<file path="src/rtl/pipe_ctrl_pkg.sv">
// Shared types for the pipeline stall/flush sequencer: FSM states, the XZR
// register number and the packed control-word patterns that drive the pipeline.
package pipe_ctrl_pkg;

  typedef enum logic {
    RUN      = 1'b0,
    MEM_WAIT = 1'b1
  } state_t;

  localparam logic [4:0] XZR = 5'd31;

  typedef struct packed {
    logic pc_en;
    logic ifid_en;
    logic ifid_flush;
    logic idex_en;
    logic idex_bubble;
    logic exmem_en;
    logic memwb_en;
    logic memwb_bubble;
  } ctrl_t;

  // Control words; a flush/bubble bit loads the all-zero NOP into that register.
  localparam ctrl_t CTRL_NORMAL   = '{1'b1, 1'b1, 1'b0, 1'b1, 1'b0, 1'b1, 1'b1, 1'b0};
  localparam ctrl_t CTRL_LOAD_USE = '{1'b0, 1'b0, 1'b0, 1'b1, 1'b1, 1'b1, 1'b1, 1'b0};
  localparam ctrl_t CTRL_BRANCH   = '{1'b1, 1'b1, 1'b1, 1'b1, 1'b1, 1'b1, 1'b1, 1'b0};
  localparam ctrl_t CTRL_FREEZE   = '{1'b0, 1'b0, 1'b0, 1'b0, 1'b0, 1'b0, 1'b1, 1'b1};
  localparam ctrl_t CTRL_RESET    = '{1'b0, 1'b0, 1'b1, 1'b0, 1'b1, 1'b0, 1'b0, 1'b1};

endpackage

</file>
<file path="src/rtl/hazard_detect.sv">
// Load-use hazard compare between the load in EX and the sources of the ID
// instruction. XZR never creates a dependency.
module hazard_detect
  import pipe_ctrl_pkg::*;
(
  input  logic       ex_memread,
  input  logic [4:0] ex_rd,
  input  logic [4:0] id_rn,
  input  logic [4:0] id_rm,
  input  logic       id_uses_rm,
  output logic       load_use
);

  assign load_use = ex_memread && (ex_rd != XZR) &&
                    ((ex_rd == id_rn) || (id_uses_rm && (ex_rd == id_rm)));

endmodule

</file>
<file path="src/rtl/pipeline_ctrl.sv">
// Stall/flush sequencer for the 5-stage pipeline: memory-wait freeze with
// timeout watchdog, branch squash, load-use stall and a stall-cycle counter.
//
//   state    | meaning
//   RUN      | normal issue; branch / load-use / zero-wait memory handled here
//   MEM_WAIT | data memory busy; pipeline frozen, MEM/WB bubbled, watchdog counting
module pipeline_ctrl
  import pipe_ctrl_pkg::*;
#(
  parameter int TIMEOUT   = 16,
  parameter int CNT_WIDTH = 32
) (
  input  logic                 clk,
  input  logic                 reset,
  input  logic [4:0]           id_rn,
  input  logic [4:0]           id_rm,
  input  logic                 id_uses_rm,
  input  logic                 ex_memread,
  input  logic [4:0]           ex_rd,
  input  logic                 ex_br_taken,
  input  logic                 mem_req,
  input  logic                 mem_ready,
  output logic                 pc_en,
  output logic                 ifid_en,
  output logic                 ifid_flush,
  output logic                 idex_en,
  output logic                 idex_bubble,
  output logic                 exmem_en,
  output logic                 memwb_en,
  output logic                 memwb_bubble,
  output logic                 mem_err,
  output logic [CNT_WIDTH-1:0] stall_cycles
);

  localparam int WW = $clog2(TIMEOUT + 1);
  localparam logic [WW-1:0] WAIT_LAST = WW'(TIMEOUT - 1);

  state_t        state_q, state_d;
  logic [WW-1:0] wait_cnt;
  logic          abort_q;
  logic          load_use;
  logic          start_wait, freeze, timeout;
  ctrl_t         ctrl;

  hazard_detect u_hazard (
    .ex_memread (ex_memread),
    .ex_rd      (ex_rd),
    .id_rn      (id_rn),
    .id_rm      (id_rm),
    .id_uses_rm (id_uses_rm),
    .load_use   (load_use)
  );

  // The entry cycle counts as the first wait cycle, so the freeze lasts
  // TIMEOUT cycles in total before the watchdog releases the pipeline.
  assign start_wait = (state_q == RUN) && !abort_q && mem_req && !mem_ready;
  assign timeout    = (state_q == MEM_WAIT) && !mem_ready && (wait_cnt == WAIT_LAST);
  assign freeze     = start_wait || ((state_q == MEM_WAIT) && !mem_ready);

  always_comb begin
    state_d = state_q;
    ctrl    = CTRL_NORMAL;
    case (state_q)
      RUN:      if (start_wait) state_d = MEM_WAIT;
      MEM_WAIT: if (mem_ready || timeout) state_d = RUN;
      default:  state_d = RUN;
    endcase

    if (reset) begin
      ctrl = CTRL_RESET;
    end else if (freeze) begin
      ctrl = CTRL_FREEZE;
    end else begin
      if (ex_br_taken)   ctrl = CTRL_BRANCH;
      else if (load_use) ctrl = CTRL_LOAD_USE;
      // Aborted access must not write back its stale result.
      if (abort_q) ctrl.memwb_bubble = 1'b1;
    end
  end

  assign {pc_en, ifid_en, ifid_flush, idex_en, idex_bubble,
          exmem_en, memwb_en, memwb_bubble} = ctrl;

  always_ff @(posedge clk) begin
    if (reset) begin
      state_q      <= RUN;
      wait_cnt     <= '0;
      abort_q      <= 1'b0;
      mem_err      <= 1'b0;
      stall_cycles <= '0;
    end else begin
      state_q <= state_d;
      abort_q <= timeout;
      if (timeout) mem_err <= 1'b1;

      if (start_wait)
        wait_cnt <= WW'(1);
      else if ((state_q == MEM_WAIT) && !mem_ready && !timeout)
        wait_cnt <= wait_cnt + WW'(1);
      else
        wait_cnt <= '0;

      if (!pc_en && (stall_cycles != '1))
        stall_cycles <= stall_cycles + CNT_WIDTH'(1);
    end
  end

endmodule
</file>
<file path="config.mk">
export PLATFORM = sky130hd
export DESIGN_NAME = pipeline_ctrl
export DESIGN_NICKNAME = d
export VERILOG_FILES = /design/src/rtl/pipe_ctrl_pkg.sv /design/src/rtl/hazard_detect.sv /design/src/rtl/pipeline_ctrl.sv
export SDC_FILE = /design/constraint.sdc
export NUM_CORES = 1
export LEC_CHECK = 0
export ABC_AREA = 1
export BUFFER_PORTS_ARGS = -buffer_cell sky130_fd_sc_hd__buf_2
export CAP_MARGIN = 20
export CELL_PAD_IN_SITES_DETAIL_PLACEMENT = 0
export CELL_PAD_IN_SITES_GLOBAL_PLACEMENT = 1
export CORE_MARGIN = 4
export CORE_UTILIZATION = 39
export CTS_CLUSTER_SIZE = 10
export DETAILED_ROUTE_END_ITERATION = 8
export PLACE_DENSITY = 0.9
export SLEW_MARGIN = 20
export SYNTH_ARGS = -nofsm -noshare
export SYNTH_HDL_FRONTEND = slang
export SYNTH_SLANG_ARGS = --single-unit
</file>
<file path="constraint.sdc">
create_clock -name clk -period 2.91 [get_ports clk]
set_input_delay 0 -clock clk [delete_from_list [all_inputs] [get_ports clk]]
set_output_delay 0 -clock clk [all_outputs]
set_load 0.05 [all_outputs]
</file>
Word-level counts from Yosys, hierarchy flattened
Index checks and enable logic that the tools add are counted.

Register bits after elaboration: 40. Output and inout port bits: 41. Bits of input ports: 22. Logic and storage cells: 43.

Multiplexer cells: 10. Reductions and logical operators: 18. Bitwise operators: 2. Equal/unequal tests: 5. Add/subtract/negate cells: 2.

Operators with widths (count): $add A32 B1 Y32 const B (1); $mux W8 (4); $ne A32 B32 Y1 const B (1); $eq A5 B5 Y1 (2); $logic_and A1 B1 Y1 (10); $add A5 B1 Y5 const B (1); $eq A5 B4 Y1 const B (1); $mux W1 (5); $ne A5 B5 Y1 const B (1); $logic_not A1 Y1 (4); $logic_or A1 B1 Y1 (3); $reduce_or A3 Y1 (1); $not A1 Y1 (2); $pmux W1 S2 (1).

Longest topological paths before layout
Word-level depth: 11. Gate-level depth with buffers: 12. Depth with buffers taken out: 12.

Hierarchy
Synthesis repeated with hierarchy kept, for this count alone.

Cell total of the unflattened synthesis: 448. Area, all modules: 2703.8 um^2.

By module, submodules not included: pipeline_ctrl (area an instance 2494.9 um^2, sequential area each 800.8 um^2, cells an instance 397, instances 1); hazard_detect (area an instance 209.0 um^2, sequential area each 0.0 um^2, cells an instance 51, instances 1).

Worst setup path after synthesis
Ideal clock, no wire load.

Path type: reg-to-output. From: register abort_q. To: output port pc_en. Buffers on the path: 2. Path slack: 0.487 ns. Data required time: 2.910 ns. Arrival: 2.423 ns. Stages on the path, launching flop included: 9. Path through: dfxtp_1 inv_1 nand3_1 nand2_1 nor2_1 nand2_1 buf_2 inv_1 buf_4.

Cells in the longest elaborated chain, start to end: 7.

RTL lines: start: declaration (RTL line pipeline_ctrl.sv:40) `logic abort_q;`; start signal: assignment (RTL line pipeline_ctrl.sv:93) `abort_q <= timeout;`; $logic_not A1 Y1 (RTL line pipeline_ctrl.sv:56) `assign start_wait = (state_q == RUN) && !abort_q && mem_req && !mem_ready;`; $logic_and A1 B1 Y1 (3 in a row) (RTL line pipeline_ctrl.sv:56); $logic_or A1 B1 Y1 (RTL line pipeline_ctrl.sv:58) `assign freeze = start_wait || ((state_q == MEM_WAIT) && !mem_ready);`; $mux W8 (RTL line pipeline_ctrl.sv:71) `end else if (freeze) begin`; $mux W8 (RTL line pipeline_ctrl.sv:69) `if (reset) begin`; end: declaration (RTL line pipeline_ctrl.sv:23) `output logic pc_en,`.

Every way passes these cells.

Worst setup path in the final report
From: register stall_cycles[0]. To: register stall_cycles[2].

Cells in the longest elaborated chain, start to end: 2. Elaborated cells on any way between the ends: 3. Those cells by class: 1 x add/sub; 1 x eq/ne; 1 x reduce/logical.

RTL lines: start: declaration (RTL line pipeline_ctrl.sv:32) `output logic [CNT_WIDTH-1:0] stall_cycles`; start signal: assignment (RTL line pipeline_ctrl.sv:104) `stall_cycles <= stall_cycles + CNT_WIDTH'(1);`; branches (longest 2 deep; another with $add A32 B1 Y32).

Several ways; the timed one is not identified. A chain may end at the register's enable or synchronous reset.

==> results.json <==
{
  "fmax_ghz": 0.4454,
  "synth_nets": 458,
  "grtUsageTotal_pct": 19.02,
  "cts_tree": "done",
  "synth.distinct_cells": 29,
  "drcViolationCount": 0,
  "power_density_nw_per_um2": 386.3,
  "drtIter0Drc": 165,
  "slew_violations": 0,
  "finalClockSkew_ns": 0.009177,
  "leakage_nw": 1.335,
  "grt_pass1_wl_um": 12960,
  "path_class": "reg -> reg",
  "avgViaCountPerCell": 5.076,
  "antenna_found_initial": 0,
  "cts_sinks": 40,
  "tightest_slew_ns": 0.6036,
  "wirelength_um": 7621,
  "grt_max_degree": 35,
  "cts_buffers": 5,
  "critPathMaxFanout": 30,
  "clkTransAtPathRegs_ns": 0.09,
  "dieArea_um2": 8114,
  "antennaDiodeCount": 0,
  "route.antenna.remaining_nets": 0,
  "fin_setup_tns_ns": 0,
  "path_buf_inv": 0,
  "hp-class": "in -> reg",
  "coreArea_um2": 6459,
  "ir_drop_uv": 208.1,
  "wire_per_inst_um": 13.39,
  "cts_root_buf": "clkbuf_8",
  "chipHeight_um": 90.08,
  "crit_family": "simple AND/OR/NAND/NOR gates",
  "synth_top_area_share_pct": 30.48,
  "grt_pass1_vias": 2725,
  "rsz0062_at_grt": "no",
  "fillers": 704,
  "cp.arrival_ns": 2.48,
  "clk_latency_ns": 0.31,
  "core.rowCount": 29,
  "min_period_ns": 2.245,
  "yosysSeqAreaShare_pct": 30.48,
  "cp.required_ns": 3.14,
  "syn_inst": 433,
  "setup_violations": 0,
  "fin_nets": 516,
  "die_x_um": 90.08,
  "maxCapViolCount": 0,
  "firstDrtPassIters": 5,
  "io_pins": 63,
  "grt_overflow": 0,
  "synth_area_leaders": "dfxtp_1 30%, nand2_1 21%, nand3_1 8.6%, nor2_1 8.0%, a21oi_1 6.3%",
  "yosysMostFrequentCell": "nand2_1",
  "outcome": "finished, final reports clean",
  "multi_input_comb_area_um2": 1585,
  "cp_common_cell": "nand2_1",
  "num_vias": 2888,
  "crit_slowest_cell": "nand2_2",
  "clock_path_buffers": 2,
  "endpoint_kind": "flop",
  "timing_hold_violations_final": 0,
  "start_kind": "flop",
  "synthFlopType": "dfxtp_1",
  "crit_chain": "ha_1 > nand2_1 > nor2_4 > nand3b_2 > nor2_2 > nand3_2 > nand2_2 > nand2_1 > a21oi_1",
  "syn_to_final_growth_pct": 17.67,
  "synth_enable_flop_cells": 0,
  "gp_congestion": 0.9494,
  "register_area_um2": 800.8,
  "max_stage_delay_ns": 0.48,
  "portBuffers": 62,
  "initial_core_util_pct": 40.68,
  "fin_crit_sh_pct": 77.15,
  "async_flop_share_pct": 0,
  "hpwl_um": 5755,
  "max_slew_margin_pct": 59.61,
  "ys_warn_count": 0,
  "synth_top_area_cell": "dfxtp_1",
  "synth_area_um2": 2628,
  "dp.cells": 560,
  "drive_gt1_share_pct": 16.67,
  "synth_area_per_cell_um2": 6.068,
  "h-tree-depth": 2,
  "synth_common_cells": "147 x nand2_1, 56 x nor2_1, 45 x nand3_1",
  "final_cells": 569,
  "synth.ff_latch_count": 40
}
## placed cells by master, fill, tap and decap left out
cell type | Yosys | routed
clkbuf_8 | 0 | 5
nand2_2 | 2 | 2
bufinv_16 | 0 | 1
buf_2 | 4 | 62
xnor2_1 | 5 | 5
clkinv_4 | 0 | 2
buf_4 | 2 | 3
dfxtp_1 | 40 | 40
o211ai_1 | 1 | 1
nor2_2 | 1 | 1
nand3_1 | 45 | 45
nand3b_1 | 5 | 5
nand4_1 | 5 | 5
xor2_1 | 14 | 14
o21ai_0 | 5 | 5
inv_1 | 37 | 37
o21a_1 | 1 | 1
nor3_1 | 9 | 9
ha_1 | 3 | 3
nor3b_1 | 1 | 1
nand3_2 | 1 | 1
o22ai_1 | 1 | 1
nand2_1 | 147 | 147
a21oi_1 | 33 | 33
inv_2 | 2 | 2
nand3b_2 | 1 | 1
nor2_1 | 56 | 56
nor2_4 | 1 | 1
nor3_2 | 1 | 1
clkinv_1 | 1 | 1
dlygate4sd3_1 | 0 | 1
## per-layer routing
| layer | routed length [µm] | part of all wire (%) | up-vias | global-route usage, % |
|---|---|---|---|---|
| li1 | - | - | 1490 | - |
| met1 | 3591 | 47 | 1324 | 25.45 |
| met2 | 3612 | 47 | 67 | 30.99 |
| met3 | 361 | 4.7 | 7 | 3.756 |
| met4 | 56 | 0.73 | 0 | 5.485 |
| met5 | 0 | 0 | - | 0 |
## path summary, 6_finish.rpt
path,startpoint,to,slack [ns],cells after the start
min reg2reg,mem_err,mem_err,0.47,2
max,stall_cycles[0],stall_cycles[2],0.66,9
max reg2reg,stall_cycles[0],stall_cycles[2],0.66,9
min,mem_req,state_q,0.02,3
## where the power goes
group / switching (W) / internal, W
registers: 0.00000754 / 0.000552
clock network: 0.000221 / 0.000258
logic: 0.000113 / 0.0000414
## flip-flops by register name, summed over array words and instances, names as in the netlist
name	count
abort_q	1
mem_err	1
stall_cycles	32
state_q	1
wait_cnt	5
## logic make-up (layout without fill, tap and decap cells)
group                    Yosys count  after routing  share of synthesized area (%)
buffers and inverters             55            114                          9.190
adder cells (fa/ha/maj)            3              3                          1.429
XOR/XNOR                          19             19                          6.333
AO/OA/AOI/OAI                     41             41                          8.048
AND/OR/NAND/NOR                  275            275                          44.52
flip-flops                        40             40                          30.48
## per-stage QoR
| step | power, W | hold slack, ns | util, % | setup slack [ns] | area (µm²) |
|---|---|---|---|---|---|
| 4_1_cts | 0.001203 | 0.01842 | 47.87 | 0.6596 | 3092 |
| 3_5_place_dp | 0.0007260 | 0.2914 | 45.91 | 0.7061 | 2965 |
| 5_1_grt | 0.001240 | 0.05320 | 47.87 | 0.3010 | 3092 |
| 2_1_floorplan | 0.0006880 | 0.1710 | - | 0.4867 | 2628 |
| 6_report | 0.001194 | 0.01786 | 47.87 | 0.6649 | 3092 |
| 3_3_place_gp | 0.0007234 | 0.2868 | 45.91 | 0.8576 | 2965 |
## final cells by class
class | count | area share [%]
clock buffers | 5 | 2.226
clock inverters | 3 | 1.538
inverters | 40 | 4.856
multi-input cells | 338 | 51.27
flip-flops and latches | 40 | 25.90
well taps | 77 | 3.116
repair buffers | 66 | 11.09
## timing repair
action                                 in CTS  in global routing
buffers inserted                            0                  0
gates resized for setup                     0                  0
hold buffers                                1                  0
endpoints found under the hold margin       1                  0
## worst register-to-register path, stage by stage, from the launching register on
cell and delay, ns:
dfxtp_1 0.46, ha_1 0.32, nand2_1 0.15, nor2_4 0.20, nand3b_2 0.10, nor2_2 0.11, nand3_2 0.09, nand2_2 0.48
nand2_1 0.10, a21oi_1 0.16
No activity file was read; power rests on OpenSTA's default activity.
